## config.mk

```make
export PLATFORM = sky130hd
export DESIGN_NAME = axi_read_arbiter
export DESIGN_NICKNAME = d
export VERILOG_FILES = /design/src/rtl/axi_read_arbiter.sv
export SDC_FILE = /design/constraint.sdc
export NUM_CORES = 1
export LEC_CHECK = 0
export ABC_AREA = 1
export BUFFER_PORTS_ARGS = -buffer_cell sky130_fd_sc_hd__buf_2
export CORE_AREA = 5 5 171 173
export CTS_CLUSTER_DIAMETER = 120
export CTS_CLUSTER_SIZE = 16
export DETAILED_ROUTE_END_ITERATION = 6
export DIE_AREA = 0 0 176 178
export GPL_ROUTABILITY_DRIVEN = 0
export HOLD_SLACK_MARGIN = 0.06
export PLACE_DENSITY = 0.49
export SKIP_CTS_REPAIR_TIMING = 1
export SKIP_LAST_GASP = 1
export SYNTH_ARGS = -nofsm -noshare
export SYNTH_HDL_FRONTEND = slang
export SYNTH_SLANG_ARGS = --single-unit
```

## constraint.sdc

```tcl
create_clock -name clk -period 4.1 [get_ports clk]
set_input_delay 0.82 -clock clk [delete_from_list [all_inputs] [get_ports clk]]
set_output_delay 0.82 -clock clk [all_outputs]
set_load 0.05 [all_outputs]
```

## src/rtl/axi_read_arbiter.sv

```systemverilog
// Shares one AXI4 read channel (AR + R) between the instruction cache (I) and
// the data cache (D). One requester owns the channel per burst, from arbitration
// until its rlast beat completes.
module axi_read_arbiter #(
    parameter int unsigned ADDR_W     = 64,
    parameter int unsigned DATA_W     = 64,
    parameter int unsigned FIXED_PRIO = 0
) (
    input  logic              clk,
    input  logic              reset,

    input  logic              i_arvalid,
    input  logic [ADDR_W-1:0] i_araddr,
    input  logic [7:0]        i_arlen,
    input  logic [2:0]        i_arsize,
    input  logic [1:0]        i_arburst,
    output logic              i_arready,
    output logic              i_rvalid,
    output logic              i_rlast,
    output logic [DATA_W-1:0] i_rdata,
    input  logic              i_rready,

    input  logic              d_arvalid,
    input  logic [ADDR_W-1:0] d_araddr,
    input  logic [7:0]        d_arlen,
    input  logic [2:0]        d_arsize,
    input  logic [1:0]        d_arburst,
    output logic              d_arready,
    output logic              d_rvalid,
    output logic              d_rlast,
    output logic [DATA_W-1:0] d_rdata,
    input  logic              d_rready,

    output logic              m_axi_arvalid,
    output logic [ADDR_W-1:0] m_axi_araddr,
    output logic [7:0]        m_axi_arlen,
    output logic [2:0]        m_axi_arsize,
    output logic [1:0]        m_axi_arburst,
    input  logic              m_axi_arready,
    input  logic              m_axi_rvalid,
    input  logic              m_axi_rlast,
    input  logic [DATA_W-1:0] m_axi_rdata,
    output logic              m_axi_rready,

    output logic              icache_reading,
    output logic              dcache_reading,
    output logic              prot_err
);

    typedef enum logic [1:0] {ST_IDLE, ST_ADDR, ST_DATA} state_t;
    typedef enum logic {OWN_I = 1'b0, OWN_D = 1'b1} owner_t;

    state_t      state_q, state_d;
    owner_t      owner_q, owner_d;
    owner_t      last_owner_q, last_owner_d;
    logic [8:0]  beat_cnt_q, beat_cnt_d;
    logic [7:0]  len_q, len_d;
    logic        prot_err_q, prot_err_d;

    logic              own_arvalid;
    logic [ADDR_W-1:0] own_araddr;
    logic [7:0]        own_arlen;
    logic [2:0]        own_arsize;
    logic [1:0]        own_arburst;
    logic              own_rready;

    // Request fields of whichever cache currently owns the channel
    always_comb begin
        if (owner_q == OWN_D) begin
            own_arvalid = d_arvalid;
            own_araddr  = d_araddr;
            own_arlen   = d_arlen;
            own_arsize  = d_arsize;
            own_arburst = d_arburst;
            own_rready  = d_rready;
        end else begin
            own_arvalid = i_arvalid;
            own_araddr  = i_araddr;
            own_arlen   = i_arlen;
            own_arsize  = i_arsize;
            own_arburst = i_arburst;
            own_rready  = i_rready;
        end
    end

    // State and bookkeeping registers
    always_ff @(posedge clk) begin
        if (reset) begin
            state_q      <= ST_IDLE;
            owner_q      <= OWN_I;
            last_owner_q <= OWN_I;
            beat_cnt_q   <= 9'd0;
            len_q        <= 8'd0;
            prot_err_q   <= 1'b0;
        end else begin
            state_q      <= state_d;
            owner_q      <= owner_d;
            last_owner_q <= last_owner_d;
            beat_cnt_q   <= beat_cnt_d;
            len_q        <= len_d;
            prot_err_q   <= prot_err_d;
        end
    end

    // Arbitration, channel steering and burst-length check
    always_comb begin
        state_d       = state_q;
        owner_d       = owner_q;
        last_owner_d  = last_owner_q;
        beat_cnt_d    = beat_cnt_q;
        len_d         = len_q;
        prot_err_d    = prot_err_q;

        i_arready     = 1'b0;
        i_rvalid      = 1'b0;
        i_rlast       = 1'b0;
        d_arready     = 1'b0;
        d_rvalid      = 1'b0;
        d_rlast       = 1'b0;
        i_rdata       = m_axi_rdata;
        d_rdata       = m_axi_rdata;
        m_axi_arvalid = 1'b0;
        m_axi_araddr  = '0;
        m_axi_arlen   = 8'd0;
        m_axi_arsize  = 3'd0;
        m_axi_arburst = 2'd0;
        m_axi_rready  = 1'b0;

        case (state_q)
            ST_IDLE: begin
                if (i_arvalid || d_arvalid) begin
                    state_d = ST_ADDR;
                    if (i_arvalid && d_arvalid) begin
                        if (FIXED_PRIO != 0) begin
                            owner_d = OWN_D;
                        end else begin
                            owner_d = (last_owner_q == OWN_I) ? OWN_D : OWN_I;
                        end
                    end else begin
                        owner_d = d_arvalid ? OWN_D : OWN_I;
                    end
                end
            end
            ST_ADDR: begin
                m_axi_arvalid = own_arvalid;
                m_axi_araddr  = own_araddr;
                m_axi_arlen   = own_arlen;
                m_axi_arsize  = own_arsize;
                m_axi_arburst = own_arburst;
                if (owner_q == OWN_D) begin
                    d_arready = m_axi_arready;
                end else begin
                    i_arready = m_axi_arready;
                end
                if (own_arvalid && m_axi_arready) begin
                    len_d      = own_arlen;
                    beat_cnt_d = 9'd0;
                    state_d    = ST_DATA;
                end
            end
            ST_DATA: begin
                m_axi_rready = own_rready;
                if (owner_q == OWN_D) begin
                    d_rvalid = m_axi_rvalid;
                    d_rlast  = m_axi_rlast;
                end else begin
                    i_rvalid = m_axi_rvalid;
                    i_rlast  = m_axi_rlast;
                end
                if (m_axi_rvalid && own_rready) begin
                    beat_cnt_d = beat_cnt_q + 9'd1;
                    if (m_axi_rlast) begin
                        if ((beat_cnt_q + 9'd1) != ({1'b0, len_q} + 9'd1)) begin
                            prot_err_d = 1'b1;
                        end
                        last_owner_d = owner_q;
                        state_d      = ST_IDLE;
                    end
                end
            end
            default: begin
                state_d = ST_IDLE;
            end
        endcase
    end

    // Ownership flags decoded from the registered state
    assign icache_reading = (state_q != ST_IDLE) && (owner_q == OWN_I);
    assign dcache_reading = (state_q != ST_IDLE) && (owner_q == OWN_D);
    assign prot_err       = prot_err_q;

endmodule

```

== Word-level counts from Yosys, hierarchy flattened ==
Index checks and enable logic that the tools add are counted.
Cells by class
  $add $sub $neg: 2
  multiplexer cells: 35
  equality and inequality tests: 7
  bitwise logic cells: 1
  reductions and logical operators: 15
Operator list (number)
  2-to-1 mux 64 bit: 2
  2-to-1 mux 1 bit: 19
  2-to-1 mux 9 bit: 2
  case mux 9 bit (2 select lines): 1
  2-to-1 mux 8 bit: 2
  2-to-1 mux 2 bit: 6
  adder 8 x 1 -> 9 bit (second input constant): 1
  adder 9 x 1 -> 9 bit (second input constant): 1
  != test 9 bit: 1
  != test 2 bit (second input constant): 4
  AND reduction 4 bit: 2
  2-to-1 mux 3 bit: 2
  case mux 2 bit (3 select lines): 1
  AND reduction 3 bit: 2
  logical AND 1 bit: 5
  AND reduction 2 bit: 2
  nonzero test 2 bit: 2
  equality test 2 x 1 -> 1 bit (second input constant): 1
  equality test 2 bit (second input constant): 1
  zero test 2 bit: 1
  logical OR 1 bit: 1
  inverter 1 bit: 1
Word-level totals
  output and inout port bits: 216
  logic and storage cells: 66
  flip-flop bits (word level): 22
  input bits: 227

== Logic depth before layout (Yosys ltp) ==
  depth in word-level cells: 4
  mapped depth: 12

== Least setup slack after synthesis ==
No wires, ideal clock.
  kind: in2out
  start: input port m_axi_arready
  end: output port d_arready
  required time: 3280 ps
  arrival: 1973 ps
  stages on the path: 2
  path buffers: 0
  path slack: 1307 ps
  path through: inv_1 nor3_1
On the way
  longest elaborated chain between the ends: 2
RTL lines
  from (decl): line 39  | input logic m_axi_arready,
  2-to-1 mux 1 bit: line 150  | if (owner_q == OWN_D) begin
  2-to-1 mux 1 bit: line 129  | case (state_q)
  to (decl): line 28  | output logic d_arready,
Every way passes these cells.

== Worst setup path after layout ==
  start: register state_q[1]
  end: output port m_axi_araddr[22]
On the way
  longest elaborated chain between the ends: 2
RTL lines
  from (decl): line 53  | state_t state_q, state_d;
  from (signal assigned): line 96  | state_q <= state_d;
  equality test 2 x 1 -> 1 bit: line 129
  2-to-1 mux 64 bit: line 129
  to (decl): line 35  | output logic [ADDR_W-1:0] m_axi_araddr,
Every way passes these cells.

==> flow_summary.toml <==
[global_routing]
grt_pass1_wl_microns = 26750
grt_max_degree = 68
gr-total-overflow = 0
track_usage = 0.1130
antenna_found_initial = 1
grt_pass1_vias = 4192

[run]
max_cap_viol_count = 0

[setup_path]
critPathMaxFanout = 42
start_kind = "register"
crit_path_end_kind = "output port"
critPathKind = "reg -> out"
crit_required_ns = 3.28
arrival_ns = 2.25

[detailed_routing]
wl_microns = 19300
drtAntennaViolNets = 0
via_count = 4274
firstDrtPassIters = 5
via_per_inst = 3.896
post-route-drc-count = 0
routedWlPerCell_microns = 17.60
first_iter_violations = 195

[clock_tree]
clk_pin_slew_ns = 0.06
max-clock-path-buffers = 2
root_buffer = "clkbuf_16"
cts_tree = "built"
clock_sinks = 22
cts.htree.levels = 1
numCtsBuffers = 3
insertion_delay_ns = 0.26

[synth]
synth.top_cell.area_share = 0.2712
ys_seq_elements = 22
yosysTopAreaCell = "buf_4"
avgSynthCellArea_sq_um = 5.604
yosysWarningCount = 0
ys_top_cells_by_area = "buf_4, nand2_1, a21oi_1"
synth_cells = 652
synth_cell_type_count = 30
ys.flop_type = "dfxtp_1"
ys_seq_area_frac = 0.1205
ys_async_sr_fraction = 0
syn_nets = 881
synth_common_cells = "nand2_1, buf_4, a21oi_1"
synth_edf_count = 0
syn-cell-area_sq_mm = 0.003654
synth.most_common_cell = "nand2_1"

[layout]
nNetsFinal = 981
diodes = 0
final_layout_size_suffix_gt1_frac = 0.3888
finish.utilization = 0.1589
syn_to_final_growth_pct = 19.52
final_area_sq_mm = 0.004367

[timing]
period_minus_slack_ns = 3.070
tns_ns = 0
fin_crit_sh = 0.7487
setup_viol = 0
tightest_slew_ns = 0.7938
finalHoldViolations = 0
timing.final.max_slew_violations = 0
fmax_ghz = 0.3258
clock_skew_ns = 0.004135
relSlewSlack = 0.4708
layout_setup_ws_ns = 1.030
holdWs_ns = 0.4593
rsz0062_at_grt = "false"

[floorplan]
fp.coreArea_sq_mm = 0.02748
die_w_microns = 176
start_util = 0.1330
rows = 61
io_pins = 443
die_area_sq_mm = 0.03133
die_h_microns = 178

[place]
dpl_worst_slack_ns = 1.272
dpl_cell_area_sq_mm = 0.004267
post-dp-hpwl_microns = 16450
numPortBuffers = 250

[status]
status = "complete, no violations"

[pwr]
p_per_area_mw_per_mm2 = 276.1
ir_worst_vdd_mv = 0.1119
p_leak_nw = 2.306

[worst_hold_path]
hold_class = "reg -> reg"
[critical path, cell delays in order, from the launching register on]
cell     delay (ns)
dfxtp_1        0.36
nor2_1         0.08
inv_2          0.55
buf_4          0.52
a21oi_1        0.18
buf_2          0.26
[layout make-up]
type | count | area (sq um)
clock buffers | 4 | 100.1
multi-input cells | 435 | 1956
inverters | 36 | 140.1
flip-flops and latches | 22 | 444.2
well taps | 346 | 432.9
fillers | 3203 | 23110
repair buffers | 254 | 1294
[cells by family after synthesis]
| family | count (synthesis) | share of synthesized area |
|---|---|---|
| and+or+nand+nor | 323 | 0.3616 |
| buffers and inverters | 195 | 0.3442 |
| AOI/OAI and AO/OA | 107 | 0.1592 |
| DFF | 22 | 0.1205 |
| xor gates and xnor gates | 2 | 0.004795 |
| adders and majority gates | 2 | 0.006848 |
| muxes | 1 | 0.002740 |
[routing by layer]
| layer | routed length [microns] | GRT usage | vias up | share of wire |
|---|---|---|---|---|
| li1 | - | - | 2114 | - |
| met1 | 7562 | 0.1331 | 1863 | 0.39 |
| met2 | 8957 | 0.1868 | 272 | 0.46 |
| met3 | 2269 | 0.05045 | 23 | 0.12 |
| met4 | 499 | 0.03151 | 2 | 0.026 |
| met5 | 13 | 0.003205 | - | 0.00067 |
[state kept, by name, summed over array words and instances (netlist names)]
signal        flops
beat_cnt_q        9
len_q             8
state_q           2
last_owner_q      1
owner_q           1
prot_err          1
[final timing paths]
path	start	end	slack (ns)	cells after the start
worst max-delay path	state_q[1]	m_axi_araddr[22]	1.03	5
worst min-delay path	prot_err	prot_err	0.46	2
worst max register to register	state_q[1]	beat_cnt_q[3]	1.89	9
worst min register to register	prot_err	prot_err	0.46	2
[placed cells by master, fill, tap and decap left out, types with 9 or more instances in the layout]
cell type,netlist,routed
a21oi_1,89,89
a21oi_2,10,10
inv_1,30,30
nor2_1,23,23
nand2_1,260,260
dfxtp_1,22,21
buf_2,14,250
nand3_1,9,9
nand4_1,9,9
[stage by stage]
step / power (W) / instances
floorplan: 0.001050 / 652
global placement: 0.0009614 / 1093
detailed placement: 0.0009603 / 1093
CTS: 0.001227 / 1097
global route: 0.001275 / 1097
finish: 0.001206 / 1097
[where the power goes]
| group | switching (W) | internal [W] | leakage [nW] |
|---|---|---|---|
| registers | 0.0000178 | 0.000220 | 0.179 |
| logic | 0.000536 | 0.000172 | 2.08 |
| clock network | 0.0000896 | 0.000170 | 0.0493 |
| total | 0.000643 | 0.000562 | 2.31 |
Power figures use the tool's default switching activity.
